[src/rtl/coherence_bus_ctrl.sv]
// Two-level bus arbiter for CPUS cores sharing one RAM port: data writebacks,
// coherent reads/upgrades with a snoop phase, and instruction fetches.
module coherence_bus_ctrl #(
    parameter int CPUS = 2
) (
    input  logic                   CLK,
    input  logic                   RST,
    input  logic [CPUS-1:0]        iREN,
    input  logic [CPUS-1:0]        dREN,
    input  logic [CPUS-1:0]        dWEN,
    input  logic [CPUS-1:0][31:0]  iaddr,
    input  logic [CPUS-1:0][31:0]  daddr,
    input  logic [CPUS-1:0][31:0]  dstore,
    input  logic [CPUS-1:0]        ccwrite,
    input  logic [CPUS-1:0]        cctrans,
    input  logic [31:0]            ramload,
    input  logic [1:0]             ramstate,
    output logic [CPUS-1:0]        iwait,
    output logic [CPUS-1:0]        dwait,
    output logic [CPUS-1:0][31:0]  iload,
    output logic [CPUS-1:0][31:0]  dload,
    output logic [31:0]            ramaddr,
    output logic [31:0]            ramstore,
    output logic                   ramREN,
    output logic                   ramWEN,
    output logic [CPUS-1:0]        ccwait,
    output logic [CPUS-1:0]        ccinv,
    output logic [CPUS-1:0][31:0]  ccsnoopaddr
);

    localparam int IW = (CPUS > 1) ? $clog2(CPUS) : 1;
    localparam logic [IW-1:0] LAST_CPU = IW'(CPUS - 1);
    localparam logic [1:0] RAM_ACCESS = 2'd2;

    localparam logic [2:0] IDLE    = 3'd0;
    localparam logic [2:0] DATA_WR = 3'd1;
    localparam logic [2:0] SNOOP   = 3'd2;
    localparam logic [2:0] SUPPLY  = 3'd3;
    localparam logic [2:0] RAM_RD  = 3'd4;
    localparam logic [2:0] IFETCH  = 3'd5;

    logic [2:0]    state_q, state_d;
    logic [IW-1:0] g_q, g_d;
    logic [IW-1:0] last_q, last_d;
    logic [IW-1:0] o_idx;
    logic [CPUS-1:0] coh_req;
    logic          ram_acc;

    function automatic logic [IW-1:0] next_cpu(input logic [IW-1:0] idx);
        return (idx == LAST_CPU) ? '0 : idx + 1'b1;
    endfunction

    // Round-robin: search starts at the cpu after the last one served.
    function automatic logic [IW-1:0] rr_pick(input logic [CPUS-1:0] req,
                                              input logic [IW-1:0]   last);
        logic [IW-1:0] idx;
        logic          found;
        logic [IW-1:0] pick;
        idx   = last;
        found = 1'b0;
        pick  = last;
        for (int i = 0; i < CPUS; i++) begin
            idx = next_cpu(idx);
            if (req[idx] && !found) begin
                pick  = idx;
                found = 1'b1;
            end
        end
        return pick;
    endfunction

    assign coh_req = dREN | (ccwrite & cctrans);
    assign o_idx   = next_cpu(g_q);
    assign ram_acc = (ramstate == RAM_ACCESS);

    always_comb begin
        state_d     = state_q;
        g_d         = g_q;
        last_d      = last_q;
        iwait       = '1;
        dwait       = '1;
        iload       = '0;
        dload       = '0;
        ramaddr     = '0;
        ramstore    = '0;
        ramREN      = 1'b0;
        ramWEN      = 1'b0;
        ccwait      = '0;
        ccinv       = '0;
        ccsnoopaddr = '0;

        case (state_q)
            IDLE: begin
                if (|dWEN) begin
                    g_d     = rr_pick(dWEN, last_q);
                    state_d = DATA_WR;
                end else if (|coh_req) begin
                    g_d     = rr_pick(coh_req, last_q);
                    state_d = SNOOP;
                end else if (|iREN) begin
                    g_d     = rr_pick(iREN, last_q);
                    state_d = IFETCH;
                end
            end
            DATA_WR: begin
                if (ram_acc) begin
                    ramWEN     = 1'b1;
                    ramaddr    = daddr[g_q];
                    ramstore   = dstore[g_q];
                    dwait[g_q] = 1'b0;
                end
                if (!dWEN[g_q]) state_d = IDLE;
            end
            SNOOP: begin
                ccwait[o_idx]      = 1'b1;
                ccsnoopaddr[o_idx] = daddr[g_q];
                ccinv[o_idx]       = ccwrite[g_q];
                if (dWEN[o_idx]) begin
                    state_d = SUPPLY;
                end else if (cctrans[o_idx]) begin
                    if (dREN[g_q]) begin
                        state_d = RAM_RD;
                    end else begin
                        // upgrade: the other cache invalidated, no data to move
                        dwait[g_q] = 1'b0;
                        state_d    = IDLE;
                    end
                end
            end
            SUPPLY: begin
                ccwait[o_idx]      = 1'b1;
                ccsnoopaddr[o_idx] = daddr[g_q];
                ramWEN             = 1'b1;
                ramaddr            = daddr[o_idx];
                ramstore           = dstore[o_idx];
                dload[g_q]         = dstore[o_idx];
                if (ram_acc) begin
                    dwait[g_q]   = 1'b0;
                    dwait[o_idx] = 1'b0;
                end
                if (!dWEN[o_idx]) state_d = IDLE;
            end
            RAM_RD: begin
                ccwait[o_idx]      = 1'b1;
                ccsnoopaddr[o_idx] = daddr[g_q];
                ramREN             = 1'b1;
                ramaddr            = daddr[g_q];
                dload[g_q]         = ramload;
                if (ram_acc) dwait[g_q] = 1'b0;
                if (!dREN[g_q]) state_d = IDLE;
            end
            IFETCH: begin
                ramREN     = 1'b1;
                ramaddr    = iaddr[g_q];
                iload[g_q] = ramload;
                if (ram_acc) begin
                    iwait[g_q] = 1'b0;
                    state_d    = IDLE;
                end
            end
            default: state_d = IDLE;
        endcase

        if (state_q != IDLE && state_d == IDLE) last_d = g_q;
    end

    always_ff @(posedge CLK) begin
        if (RST) begin
            state_q <= IDLE;
            g_q     <= '0;
            last_q  <= LAST_CPU;
        end else begin
            state_q <= state_d;
            g_q     <= g_d;
            last_q  <= last_d;
        end
    end

endmodule

[config.mk]
export PLATFORM = sky130hd
export DESIGN_NAME = coherence_bus_ctrl
export DESIGN_NICKNAME = d
export VERILOG_FILES = /design/src/rtl/coherence_bus_ctrl.sv
export SDC_FILE = /design/constraint.sdc
export NUM_CORES = 1
export LEC_CHECK = 0
export ABC_CLOCK_PERIOD_IN_PS = 2200
export BUFFER_PORTS_ARGS = -buffer_cell sky130_fd_sc_hd__buf_2
export CORE_AREA = 4 4 196 198
export DETAILED_ROUTE_END_ITERATION = 10
export DIE_AREA = 0 0 200 202
export PLACE_DENSITY = 0.4
export SYNTH_ARGS = -nofsm -noshare
export SYNTH_HDL_FRONTEND = slang
export SYNTH_SLANG_ARGS = --single-unit
[constraint.sdc]
create_clock -name CLK -period 2.2 [get_ports CLK]
set_input_delay 0.11 -clock CLK [delete_from_list [all_inputs] [get_ports CLK]]
set_output_delay 0.11 -clock CLK [all_outputs]
set_load 0.02 [all_outputs]
; ---- Word-level counts from Yosys, hierarchy flattened
; Cells that the tools add are included.
[classes]
n_mux = 94
eq_ne = 6
n_mul = 0
shift = 0
add_sub_neg = 3
order_cmp = 6
n_bitwise = 9
div = 0
n_reduce_logical = 20
[op_table]
columns = operator, n
row1 = $mux W32, 14
row2 = $and A64 B64 Y64, 3
row3 = $mux W64, 2
row4 = $pmux W32 S4, 1
row5 = $pmux W64 S2, 1
row6 = $demux W32 S1, 2
row7 = $pmux W32 S2, 1
row8 = $mux W1, 50
row9 = $mux W3, 10
row10 = $pmux W3 S6, 1
row11 = $mux W2, 8
row12 = $reduce_or A2 Y1, 5
row13 = $lt A1 B2 Y1 const B, 4
row14 = $and A2 B2 Y2, 3
row15 = $eq A3 B2 Y1 const B, 2
row16 = $eq A3 B3 Y1 const B, 2
row17 = $logic_and A1 B1 Y1, 6
row18 = $logic_not A3 Y1, 2
row19 = $pmux W2 S3, 1
row20 = $reduce_bool A3 Y1, 2
row21 = $not A2 Y2, 2
row22 = $add A1 B1 Y1 const B, 3
row23 = $eq A3 B1 Y1 const B, 1
row24 = $logic_not A1 Y1, 3
row25 = other kinds (7), 9
[totals]
latch_bits = 0
out_inout_bits = 266
memories = 0
mem_bits_rw = 0
regBits = 5
mem_bits_ro = 0
input_bits = 238

; ---- Depth between registers and ports, before layout
[depth]
word_depth = 15
depth_mapped = 8
depth_no_buf = 5

; ---- Worst setup path before layout
; Ideal clock, no wire load.
[synth_timing]
path_type = register -> output
startpoint = register state_q[1]
endpoint = output ramstore[0]
path_buffers = 3
arrival_time_ns = 1.731
required_time_ns = 2.090
path_slack_ns = 0.359
path_stages_with_launch = 7
path_cell_list = dfxtp_1 > buf_2 > buf_2 > nor2_1 > clkbuf_1 > a22oi_1 > a21oi_1
[synth_via]
elab_chain_len = 2
[synth_lines]
columns = element, line_no
row1 = start: declaration, 42  ; logic [2:0] state_q, state_d;
row2 = start signal: assignment, 173  ; state_q <= state_d;
row3 = $eq A3 B2 Y1 or $eq A3 B1 Y1 (tied branches), 92  ; case (state_q)
row4 = $pmux W32 S2 *, 92
row5 = end: declaration, 23  ; output logic [31:0] ramstore,
; Mark *: on every way between the ends. The rest lies on a longest branch, timed or not.

==> metrics.md <==
| Metric | Value |
|---|---|
| FF+latch count, synth | 5 |
| Clock-pin slew on the worst setup and hold paths | 0.03 ns |
| Final hold violations | 0 |
| Max-cap viol count | 0 |
| Setup WS pre-CTS | 0.171 ns |
| Clock Path Buffers | 2 |
| Met3 Use GR | 1.57% |
| Finished Layout Cells | 1,526 |
| Post-Syn Nets | 827 |
| Most common library cells after synthesis | and2_1 (100), a21oi_1 (94), a22o_1 (64), a22oi_1 (52), buf_2 (38) |
| Port bufs | roughly 500 |
| Chip Width | 200 um |
| CTS Buf Count | 3 |
| First-iteration detailed-routing DRC count | 374 |
| Routed Antenna Nets | 0 |
| Layout area overhead | 81.8% |
| Antenna violations before repair | 0 |
| Largest net degree at the start of global routing | 57 |
| Crit path DAT | 2.01 ns |
| Routed vias/inst | 4.57 |
| Initial Utilization | 11.0% |
| # setup viols final | 0 |
| Startpoint Class | register |
| Total detailed-routing wirelength | ~28 mm |
| Ys Warns | 0 |
| Routed len/inst | roughly 19 um |
| # clock sinks | 5 |
| Synth unique cells | between 40 and 50 |
| EDFF count, synth | 0 |
| Fraction of layout cells with a size suffix above 1 | 54.9% |
| Antenna Diode Count | 0 |
| GR Util met1 | 14.7% |
| Post-Synthesis Cells | 589 |
| Crit path kind | register to output pin |
| Lkg Pwr | 3.97 nW |
| Drt first pass iters | 5 |
| Headroom to the max-slew limit | 59.0% |
| Ys async rst share | 0% |
| # IOs | approximately 500 |
| Hold Path Class | input pin to register |
| Core Footprint | 0.0365 mm^2 |
| WP data required | around 2.1 ns |
| CTS root buffer | clkbuf_16 |
| Gpl congestion | 0.835 |
| Final Cycle Share | slightly below 100% |
| Met2 Use GR | 23.7% |
| Status | complete, no violations |
| RSZ-0062 raised after global routing | no |
| Inst Count DP | ~1,500 |
| CTS tree | yes |
| Avg Cell Area, Syn | around 6.8 um^2 |
| Global route overflow | 0 |
| Setup TNS Final | 0 ns |
| Post-synth top area cell | and2_1 |
| Overall routing resource usage | 12.4% |
| Die area | 0.0404 mm^2 |
| Top cell type's share of synthesized area | 15.6% |
| Crit Path Max Fanout | 32 |
| H-tree Lvls | 1 |
| Max Fclk | 472 MHz |
| Power per cell area | 319 mW/mm^2 |
| Worst skew pair latency | 0.23 ns |
| Fin crit period | 2.12 ns |
| Sequential-to-total area share from yosys stat | 2.49% |
| Slew Limit Fails | 0 |
| Vias | 6,979 |
| Worst slew pin tran | 0.607 ns |
| Most frequent cell after synthesis | and2_1 |
| Die Y-Extent | around 200 um |
| Setup ws final | around 0.082 ns |
| Critical path endpoint category | output pin |
| Post-Syn Area | a little over 0.004 mm^2 |
| Area contributors post-synth | and2_1 (16%), a22o_1 (14%), a21oi_1 (12%) |
| Vias in the first global route | 6,778 |
| Max IR drop VDD | 0.000210 V |
| First-pass GRT wire length | 40.3 mm |
| Fin nets | 1,297 |
| DRC Markers | 0 |
| Synth Flop Type | dfxtp_1 |
| Hold_buf cts | 0 |
| Rows | 70 |
| Fin Clk Skew | 0.00270 ns |
| DP Wirelength | 23.3 mm |
| Top Usage Layer GRT | met2 |
## worst max-delay path, cell delays in order (launching register included)
cell and delay, ns:
dfxtp_2 0.36, buf_4 0.18, or3b_2 0.49, nor2_4 0.12, buf_12 0.20, a22o_1 0.21, buf_2 0.18
## metal layers
metal  up-vias  part of all wire (%)
li1       3279                     -
met1      3304                    39
met2       365                    52
met3        31                   7.1
met4         0                   1.6
met5         -                     0
## kinds of logic (layout without fill, tap and decap cells)
group	count (synthesis)	in the layout	synth area share [%]
AOI/OAI and AO/OA	300	300	57.2
buffers and inverters	84	553	10.1
DFF	5	5	2.49
muxes	2	2	0.498
and+or+nand+nor	198	198	29.6
## path summary, 6_finish.rpt
check	startpoint	to	slack (ns)	cells after the start
hold / removal	RST	g_q	0.12	2
setup / recovery	state_q[0]	dload[10]	0.08	6
hold reg to reg	last_q	last_q	0.54	2
setup reg to reg	state_q[1]	last_q	0.44	6
## layout make-up
| class | instances | area (um^2) |
|---|---|---|
| clock buffer | 4 | 78.8 |
| fill | 4225 | 29200 |
| inverter | 3 | 11.3 |
| multi-input combinational | 500 | 3570 |
| sequential | 5 | 108 |
| tap | 468 | 586 |
| timing repair buffer | 546 | 2960 |
## report_power, final
group / internal, mW / switching (mW)
Combinational: 0.733 / 1.16
Clock: 0.240 / 0.0624
Sequential: 0.106 / 0.0306
## timing repair
| action | CTS | global route |
|---|---|---|
| endpoints found under the setup margin | 52 | 50 |
| setup buffers | 0 | 0 |
| resized for setup | 4 | 3 |
## sequential cells by signal (all words and copies together), names as in the netlist
name / flops
last_q: 1
g_q: 1
state_q: 3
## metrics by stage
| step | hold WS, ns | total power, mW | instance area, um^2 | utilization, % |
|---|---|---|---|---|
| global route | 0.144 | 2.50 | 7310 | 20.0 |
| global placement | 0.362 | 2.03 | 7210 | 19.7 |
| floorplan | 0.179 | 1.18 | 4020 | - |
| detailed placement | 0.368 | 2.03 | 7210 | 19.7 |
| CTS | 0.128 | 2.35 | 7300 | 20.0 |
| finish | 0.123 | 2.33 | 7310 | 20.0 |
## cell usage in the layout (no fill, tap or decap), types with 2 or more instances in the layout
master	netlist	final
mux2i_1	2	2
nor3_1	3	3
a21oi_1	94	94
a221oi_2	12	12
nand2b_1	4	3
dfxtp_2	0	3
nand3_1	2	2
a22oi_1	52	52
and2_1	100	97
nand2_1	19	19
o211ai_1	2	2
buf_12	0	9
nor2_1	14	10
nor2b_2	0	2
nor4b_1	2	2
clkbuf_16	0	3
a221oi_1	36	36
buf_4	2	33
a22o_1	64	63
and3b_1	2	2
o21ai_0	5	5
nor2b_1	5	3
buf_2	38	503
and2_4	1	4
a221o_1	32	32
and3_1	32	32
nand3b_1	2	2
nor2_2	1	2
or2_1	2	2
nor2_4	0	3
inv_1	3	3
(Power assumes the default switching activity.)
